$ cat config.mk
export PLATFORM = sky130hd
export DESIGN_NAME = booth_ctrl
export DESIGN_NICKNAME = d
export VERILOG_FILES = /design/src/rtl/booth_ctrl.sv
export SDC_FILE = /design/constraint.sdc
export NUM_CORES = 1
export LEC_CHECK = 0
export ABC_AREA = 1
export CELL_PAD_IN_SITES_DETAIL_PLACEMENT = 2
export CELL_PAD_IN_SITES_GLOBAL_PLACEMENT = 2
export CORE_ASPECT_RATIO = 0.75
export CORE_MARGIN = 2
export CORE_UTILIZATION = 27
export DETAILED_ROUTE_END_ITERATION = 16
export PLACE_DENSITY = 0.8
export SYNTH_ARGS = -nofsm -noshare
export SYNTH_HDL_FRONTEND = slang
export SYNTH_SLANG_ARGS = --single-unit
$ cat constraint.sdc
create_clock -name clk_in -period 3.7 [get_ports clk_in]
set_input_delay 0.74 -clock clk_in [delete_from_list [all_inputs] [get_ports clk_in]]
set_output_delay 0.74 -clock clk_in [all_outputs]
set_load 0.005 [all_outputs]
$ cat src/rtl/booth_ctrl.sv
// rtl/booth_ctrl.sv - radix-2 Booth multiplier control sequencer (CLR, LOAD, WIDTH x RUN, DONE)
// Optional abort path enabled by defining BOOTH_ABORT_EN.
module booth_ctrl #(
  parameter int WIDTH = 16,
  parameter int CNT_W = 5
) (
  input  logic       clk_in,
  input  logic       rst,
  input  logic       start,
  input  logic [1:0] q_q_1,
`ifdef BOOTH_ABORT_EN
  input  logic       abort,
`endif
  output logic       load_M,
  output logic       dp_clr,
  output logic       load_A,
  output logic       load_Q,
  output logic       en,
  output logic [1:0] alu_op,
  output logic       busy,
  output logic       done
);

  typedef enum logic [2:0] {
    S_IDLE,
    S_CLR,
    S_LOAD,
    S_RUN,
    S_DONE
  } state_t;

  localparam logic [1:0] OP_PASS = 2'b00;
  localparam logic [1:0] OP_ADD  = 2'b01;
  localparam logic [1:0] OP_SUB  = 2'b10;
  localparam logic [1:0] OP_ZERO = 2'b11;

  localparam logic [CNT_W-1:0] CNT_LAST = CNT_W'(WIDTH - 1);

  state_t           state_q, state_d;
  logic [CNT_W-1:0] cnt_q, cnt_d;
  logic             abort_hit;

`ifdef BOOTH_ABORT_EN
  assign abort_hit = abort;
`else
  assign abort_hit = 1'b0;
`endif

  always_ff @(posedge clk_in or negedge rst) begin
    if (!rst) begin
      state_q <= S_IDLE;
      cnt_q   <= '0;
    end else begin
      state_q <= state_d;
      cnt_q   <= cnt_d;
    end
  end

  always_comb begin
    state_d = state_q;
    cnt_d   = cnt_q;
    load_M  = 1'b0;
    dp_clr  = 1'b0;
    load_A  = 1'b0;
    load_Q  = 1'b0;
    en      = 1'b0;
    alu_op  = OP_PASS;
    busy    = 1'b0;
    done    = 1'b0;

    unique case (state_q)
      S_IDLE: begin
        if (start) state_d = S_CLR;
      end
      S_CLR: begin
        dp_clr  = 1'b1;
        load_M  = 1'b1;
        busy    = 1'b1;
        state_d = abort_hit ? S_IDLE : S_LOAD;
      end
      S_LOAD: begin
        en      = 1'b1;
        load_Q  = 1'b1;
        load_A  = 1'b1;
        alu_op  = OP_ZERO;
        busy    = 1'b1;
        cnt_d   = '0;
        state_d = abort_hit ? S_IDLE : S_RUN;
      end
      S_RUN: begin
        en    = 1'b1;
        busy  = 1'b1;
        cnt_d = cnt_q + 1'b1;
        // {Q0,Q-1}: 01 ends a run of ones (add), 10 starts one (subtract)
        unique case (q_q_1)
          2'b01: begin
            load_A = 1'b1;
            alu_op = OP_ADD;
          end
          2'b10: begin
            load_A = 1'b1;
            alu_op = OP_SUB;
          end
          default: begin
            load_A = 1'b0;
            alu_op = OP_PASS;
          end
        endcase
        if (abort_hit)              state_d = S_IDLE;
        else if (cnt_q == CNT_LAST) state_d = S_DONE;
      end
      S_DONE: begin
        done    = 1'b1;
        busy    = 1'b1;
        state_d = S_IDLE;
      end
      default: state_d = S_IDLE;
    endcase
  end

endmodule

==> results of run 1 <==
==> metal layers <==
| layer | wire length, um | vias up | GRT usage (%) |
|---|---|---|---|
| met1 | 634 | 205 | 18.9 |
| li1 | - | 234 | - |
| met5 | 0 | - | 0 |
| met3 | 69 | 2 | 6.83 |
| met4 | 15 | 0 | 4.62 |
| met2 | 542 | 11 | 20.2 |
==> kinds of logic (layout without fill, tap and decap cells) <==
logic type      after synthesis  in the layout
compound gates                4              4
simple gates                 34             34
buf+inv                      14             29
fa+ha+maj                     4              4
flops                         8              8
==> cell type report <==
class / instances / area share [%]
multi-input combinational: 42 / 36.3
sequential: 8 / 29.5
timing repair buffer: 13 / 19.2
inverter: 13 / 7.56
tap: 22 / 4.06
clock buffer: 3 / 3.32
==> worst max-delay path by stage <==
| stage | startpoint | endpoint | cells after the start |
|---|---|---|---|
| finish | q_q_1[0] | load_A | 5 |
| floorplan | q_q_1[0] | load_A | 3 |
| CTS | q_q_1[0] | load_A | 5 |
| detailed placement | q_q_1[0] | load_A | 5 |
| global route | q_q_1[0] | load_A | 5 |
| global placement | q_q_1[0] | load_A | 5 |
==> placed cells by master (no fill, tap or decap), types with 2 or more instances in the layout <==
cell type        instances
nand2_1                 15
inv_2                    2
ha_1                     4
dfrtp_1                  8
nor2_4                   2
inv_1                   10
nor2_1                   6
nand3_1                  6
nand4_1                  2
clkbuf_4                 3
clkdlybuf4s50_1         13
==> power groups by stage <==
stage | clock, uW | sequential [uW] | combinational, uW
2_1_floorplan | 0 | 131 | 157
3_3_place_gp | 0 | 137 | 276
3_5_place_dp | 0 | 139 | 286
4_1_cts | 67.4 | 137 | 287
5_1_grt | 73.2 | 142 | 317
6_report | 64.0 | 137 | 280
==> registers in the layout, summed over array words and instances, names as in the netlist <==
name     count
state_q      3
cnt_q        5
==> per-stage QoR <==
stage	worst slack (ns)	instance area [um^2]	hold slack (ns)	instances
CTS	0.711	678	0.548	101
global route	0.633	678	0.590	101
floorplan	1.76	505	0.444	64
global placement	0.777	656	0.501	98
finish	0.731	678	0.544	101
detailed placement	0.708	656	0.537	98
==> worst max-delay path, stage by stage <==
cell,delay [ns]
clkdlybuf4s50_1,0.48
inv_1,0.05
ha_1,0.29
a21oi_1,0.15
clkdlybuf4s50_1,0.51
==> results.json, run 1 <==
{
  "status": "finished clean",
  "antenna_found_initial": 0,
  "utilization_pct": 39.0,
  "grt_max_degree": 9,
  "vias_per_cell": 4.48,
  "hold_path_end": "cnt_q[1]",
  "synth-xor-area-share_pct": 0,
  "diodes": 0,
  "path_class": "input port to output port",
  "syn-num-nets": 73,
  "clk_latency_ns": 0.25,
  "die_w_um": 54.0,
  "synthFlopType": "dfrtp_1",
  "wl_per_cell_um": 12.5,
  "fmax_mhz": 337,
  "timing.rr.start": "cnt_q[0]",
  "drt_first_pass_iters": 3,
  "grt-ovfl-total": 0,
  "synth_seq_cells": 8,
  "area_growth_pct": 34.2,
  "ys_warn_count": 0,
  "yosys.area_share.adder_pct": 9.90,
  "tightest_slew_ns": 0.363,
  "finalPower_uw": 481,
  "crit_arrival_ns": 2.23,
  "layout.nets": 90,
  "synth-edff-count": 0,
  "io_pins": 14,
  "cts_tree": "yes",
  "cts_buffer_depth": 2,
  "die_area_mm2": 0.00224,
  "synth_top_family_by_area": "simple AND/OR/NAND/NOR gates",
  "grt_pass1_vias": 511,
  "first_iter_violations": 4,
  "seqPwrFrac_pct": 28.5,
  "hold_violations": 0,
  "numCtsBuffers": 3,
  "yosys-top-cells-area": "dfrtp_1, nand2_1, ha_1",
  "ys_seq_area_share_pct": 39.6,
  "grtUsageTotal_pct": 14.3,
  "avgSynthCellArea_um2": 7.90,
  "p_sw_share_pct": 40.7,
  "post_cts_buffers": 0,
  "slew_headroom_pct": 75.7,
  "worstPathRequired_ns": 2.96,
  "critical_path.max_fanout": 2,
  "worstSetupEndpointType": "output port",
  "rsz0062_at_grt": "false",
  "cts_resized": 0,
  "hold_path_class": "flip-flop to flip-flop",
  "min_path_cells": 2,
  "maxSlewViolCount": 0,
  "synth_area_um2": 505,
  "total_leakage_power_uw": 0.000345,
  "ir_worst_vdd_v": 0.000297,
  "finalSetupViolCount": 0,
  "cp-start-kind": "input port",
  "clock-sinks": 8,
  "wirelength_um": 1260,
  "synth_top_area_share_pct": 39.6,
  "htreeDepth": 1,
  "place.gp.congestion": 0.705,
  "yosysTopAreaCell": "dfrtp_1",
  "r2r-end": "state_q[0]",
  "rr_worst_depth": 7,
  "synth_commonest_cells": "nand2_1, inv_1, dfrtp_1",
  "cts_hold_buffers": 0,
  "hpwl_um": 1060,
  "drv_cap": 0,
  "multi_input_area_um2": 246,
  "core_area_mm2": 0.00174,
  "netlist_instances": 64,
  "port_buffers": 13,
  "vias": 452,
  "fin_crit_ns": 2.97,
  "skew_ns": 0.00327,
  "start_util_pct": 29.0,
  "muxShareOfSynthArea_pct": 0,
  "p_switching_uw": 196,
  "cts_root_buffer": "clkbuf_4",
  "fin_tns_setup_ns": 0,
  "ys_types": 18,
  "drive_gt1_share_pct": 16.5,
  "synth_most_common_cell": "nand2_1",
  "fillCellCount": 211,
  "synth-compound-area-share_pct": 6.93,
  "drc": 0,
  "p_per_area_mw_per_mm2": 710,
  "ant_nets": 0,
  "die_h_um": 41.5,
  "yosys.area_share.simple_pct": 31.9,
  "num_rows": 13,
  "min_from": "cnt_q[1]",
  "min_period_over_period_pct": 80.2,
  "r2r_slack_ns": 2.39,
  "p_int_uw": 286,
  "cts.clk_slew.worst_paths_ns": 0.05,
  "grt_pass1_wl_um": 2260,
  "power_frac_clock_pct": 13.3,
  "async_flop_share_pct": 100,
  "pwr-share-comb_pct": 58.2,
  "regArea_um2": 200
}
No activity file was read; power rests on OpenSTA's default activity.
==> inputs of run 2 (changes only) <==
CORE_UTILIZATION = 25   (was 27)
PLACE_DENSITY = 0.75   (was 0.8)
clock period = 2.9 ns   (was 3.7 ns; I/O delays follow)
==> results.json, run 2 (synthesized netlist as in run 1, its figures left out) <==
{
  "hold_path_class": "flip-flop to flip-flop",
  "min_period_over_period_pct": 92.0,
  "finalSetupViolCount": 0,
  "drt_first_pass_iters": 4,
  "drc": 0,
  "clock-sinks": 8,
  "tightest_slew_ns": 0.380,
  "fin_crit_ns": 2.67,
  "wirelength_um": 1300,
  "fmax_mhz": 375,
  "hold_violations": 0,
  "wl_met3_um": 24,
  "top_layer": "met4",
  "clk_latency_ns": 0.25,
  "r2r_slack_ns": 1.58,
  "vias_per_cell": 4.50,
  "grt_max_degree": 9,
  "vias": 463,
  "cp-start-kind": "input port",
  "largest_register_ffs": 5,
  "layout_commonest_cell": "nand2_1",
  "critical_path.max_fanout": 2,
  "diodes": 0,
  "power_frac_clock_pct": 13.7,
  "die_h_um": 42.9,
  "regMostFlops": "cnt_q",
  "slew_headroom_pct": 74.6,
  "layout.nets": 90,
  "pwr-share-comb_pct": 57.8,
  "grtUsageTotal_pct": 13.2,
  "wl_per_cell_um": 12.6,
  "post_cts_buffers": 0,
  "numCtsBuffers": 3,
  "cts_resized": 0,
  "fin_ws_ns": 0.231,
  "area_growth_pct": 34.7,
  "largestRegisters": "cnt_q (5), state_q (3)",
  "mostFrequentLayoutCells": "nand2_1, clkdlybuf4s50_1, inv_1",
  "dr_wl_met2_um": 661,
  "fin_tns_setup_ns": 0,
  "p_per_area_mw_per_mm2": 895,
  "num_rows": 14,
  "die_area_mm2": 0.00240,
  "worstPathRequired_ns": 2.32,
  "status": "finished clean",
  "grt_pass1_wl_um": 2390,
  "die_w_um": 55.9,
  "drive_gt1_share_pct": 16.5,
  "antenna_found_initial": 0,
  "cts.clk_slew.worst_paths_ns": 0.05,
  "total_leakage_power_uw": 0.000345,
  "cts_root_buffer": "clkbuf_4",
  "ant_nets": 0,
  "worstSetupEndpointType": "output port",
  "skew_ns": 0.00528,
  "hpwl_um": 1110,
  "maxSlewViolCount": 0,
  "drv_cap": 0,
  "p_sw_share_pct": 40.3,
  "dpl_worst_slack_ns": 0.208,
  "p_switching_uw": 246,
  "ir_worst_vdd_v": 0.000411,
  "crit_arrival_ns": 2.09,
  "p_int_uw": 364,
  "io_pins": 14,
  "path_class": "input port to output port",
  "finalPower_uw": 609,
  "cts_buffer_depth": 2,
  "first_iter_violations": 3,
  "start_util_pct": 25.8,
  "m1WireLength_um": 597,
  "cts_tree": "yes",
  "grt-ovfl-total": 0,
  "core_area_mm2": 0.00196,
  "port_buffers": 13,
  "rsz0062_at_grt": "false",
  "place.gp.congestion": 0.711,
  "seqPwrFrac_pct": 28.6,
  "grt_pass1_vias": 510,
  "cts_hold_buffers": 0,
  "htreeDepth": 1
}
run 2: power by group through the flow:
stage / clock (uW) / combinational, uW / sequential, uW
2_1_floorplan: 0 / 201 / 167
3_3_place_gp: 0 / 351 / 174
3_5_place_dp: 0 / 364 / 176
4_1_cts: 89.6 / 365 / 174
5_1_grt: 100 / 395 / 181
6_report: 83.3 / 352 / 174
run 2: final cells by class:
class / instances / area (um^2)
clock buffer: 3 / 22.5
tap: 24 / 30.0
fill: 249 / 1280
inverter: 13 / 51.3
timing repair buffer: 13 / 130
multi-input combinational: 42 / 246
sequential: 8 / 200
run 2: worst max-delay path, stage by stage:
cell,delay (ns)
clkdlybuf4s50_1,0.48
inv_1,0.05
ha_1,0.28
a21oi_1,0.17
clkdlybuf4s50_1,0.52
run 2: path summary, 6_finish.rpt:
path                           from          to  cells after the start
setup / recovery           q_q_1[0]      load_A                      5
hold / removal             cnt_q[3]    cnt_q[3]                      2
setup reg to reg           cnt_q[0]  state_q[2]                      6
hold reg to reg            cnt_q[3]    cnt_q[3]                      2
max in group asynchronous       rst  state_q[0]                      1
min in group asynchronous       rst    cnt_q[1]                      1
run 2: metrics by stage:
| stage | hold WS (ns) | util (%) | cells | cell area [um^2] |
|---|---|---|---|---|
| floorplan | 0.284 | - | 64 | 505 |
| global route | 0.566 | 34.7 | 103 | 681 |
| CTS | 0.534 | 34.7 | 103 | 681 |
| finish | 0.532 | 34.7 | 103 | 681 |
| global placement | 0.503 | 33.5 | 100 | 658 |
| detailed placement | 0.521 | 33.5 | 100 | 658 |
run 2: routing by layer:
layer	vias up	GRT usage [%]
met4	0	4.29
li1	229	-
met3	2	4.88
met2	7	24.0
met1	225	14.3
met5	-	0
==> inputs of run 3 (changes only) <==
CAP_MARGIN = 0   (was default)
SETUP_SLACK_MARGIN = 0.02   (was default)
==> results of run 3 <==
Same layout as run 2: the final DEF is identical, and so are final timing and power.
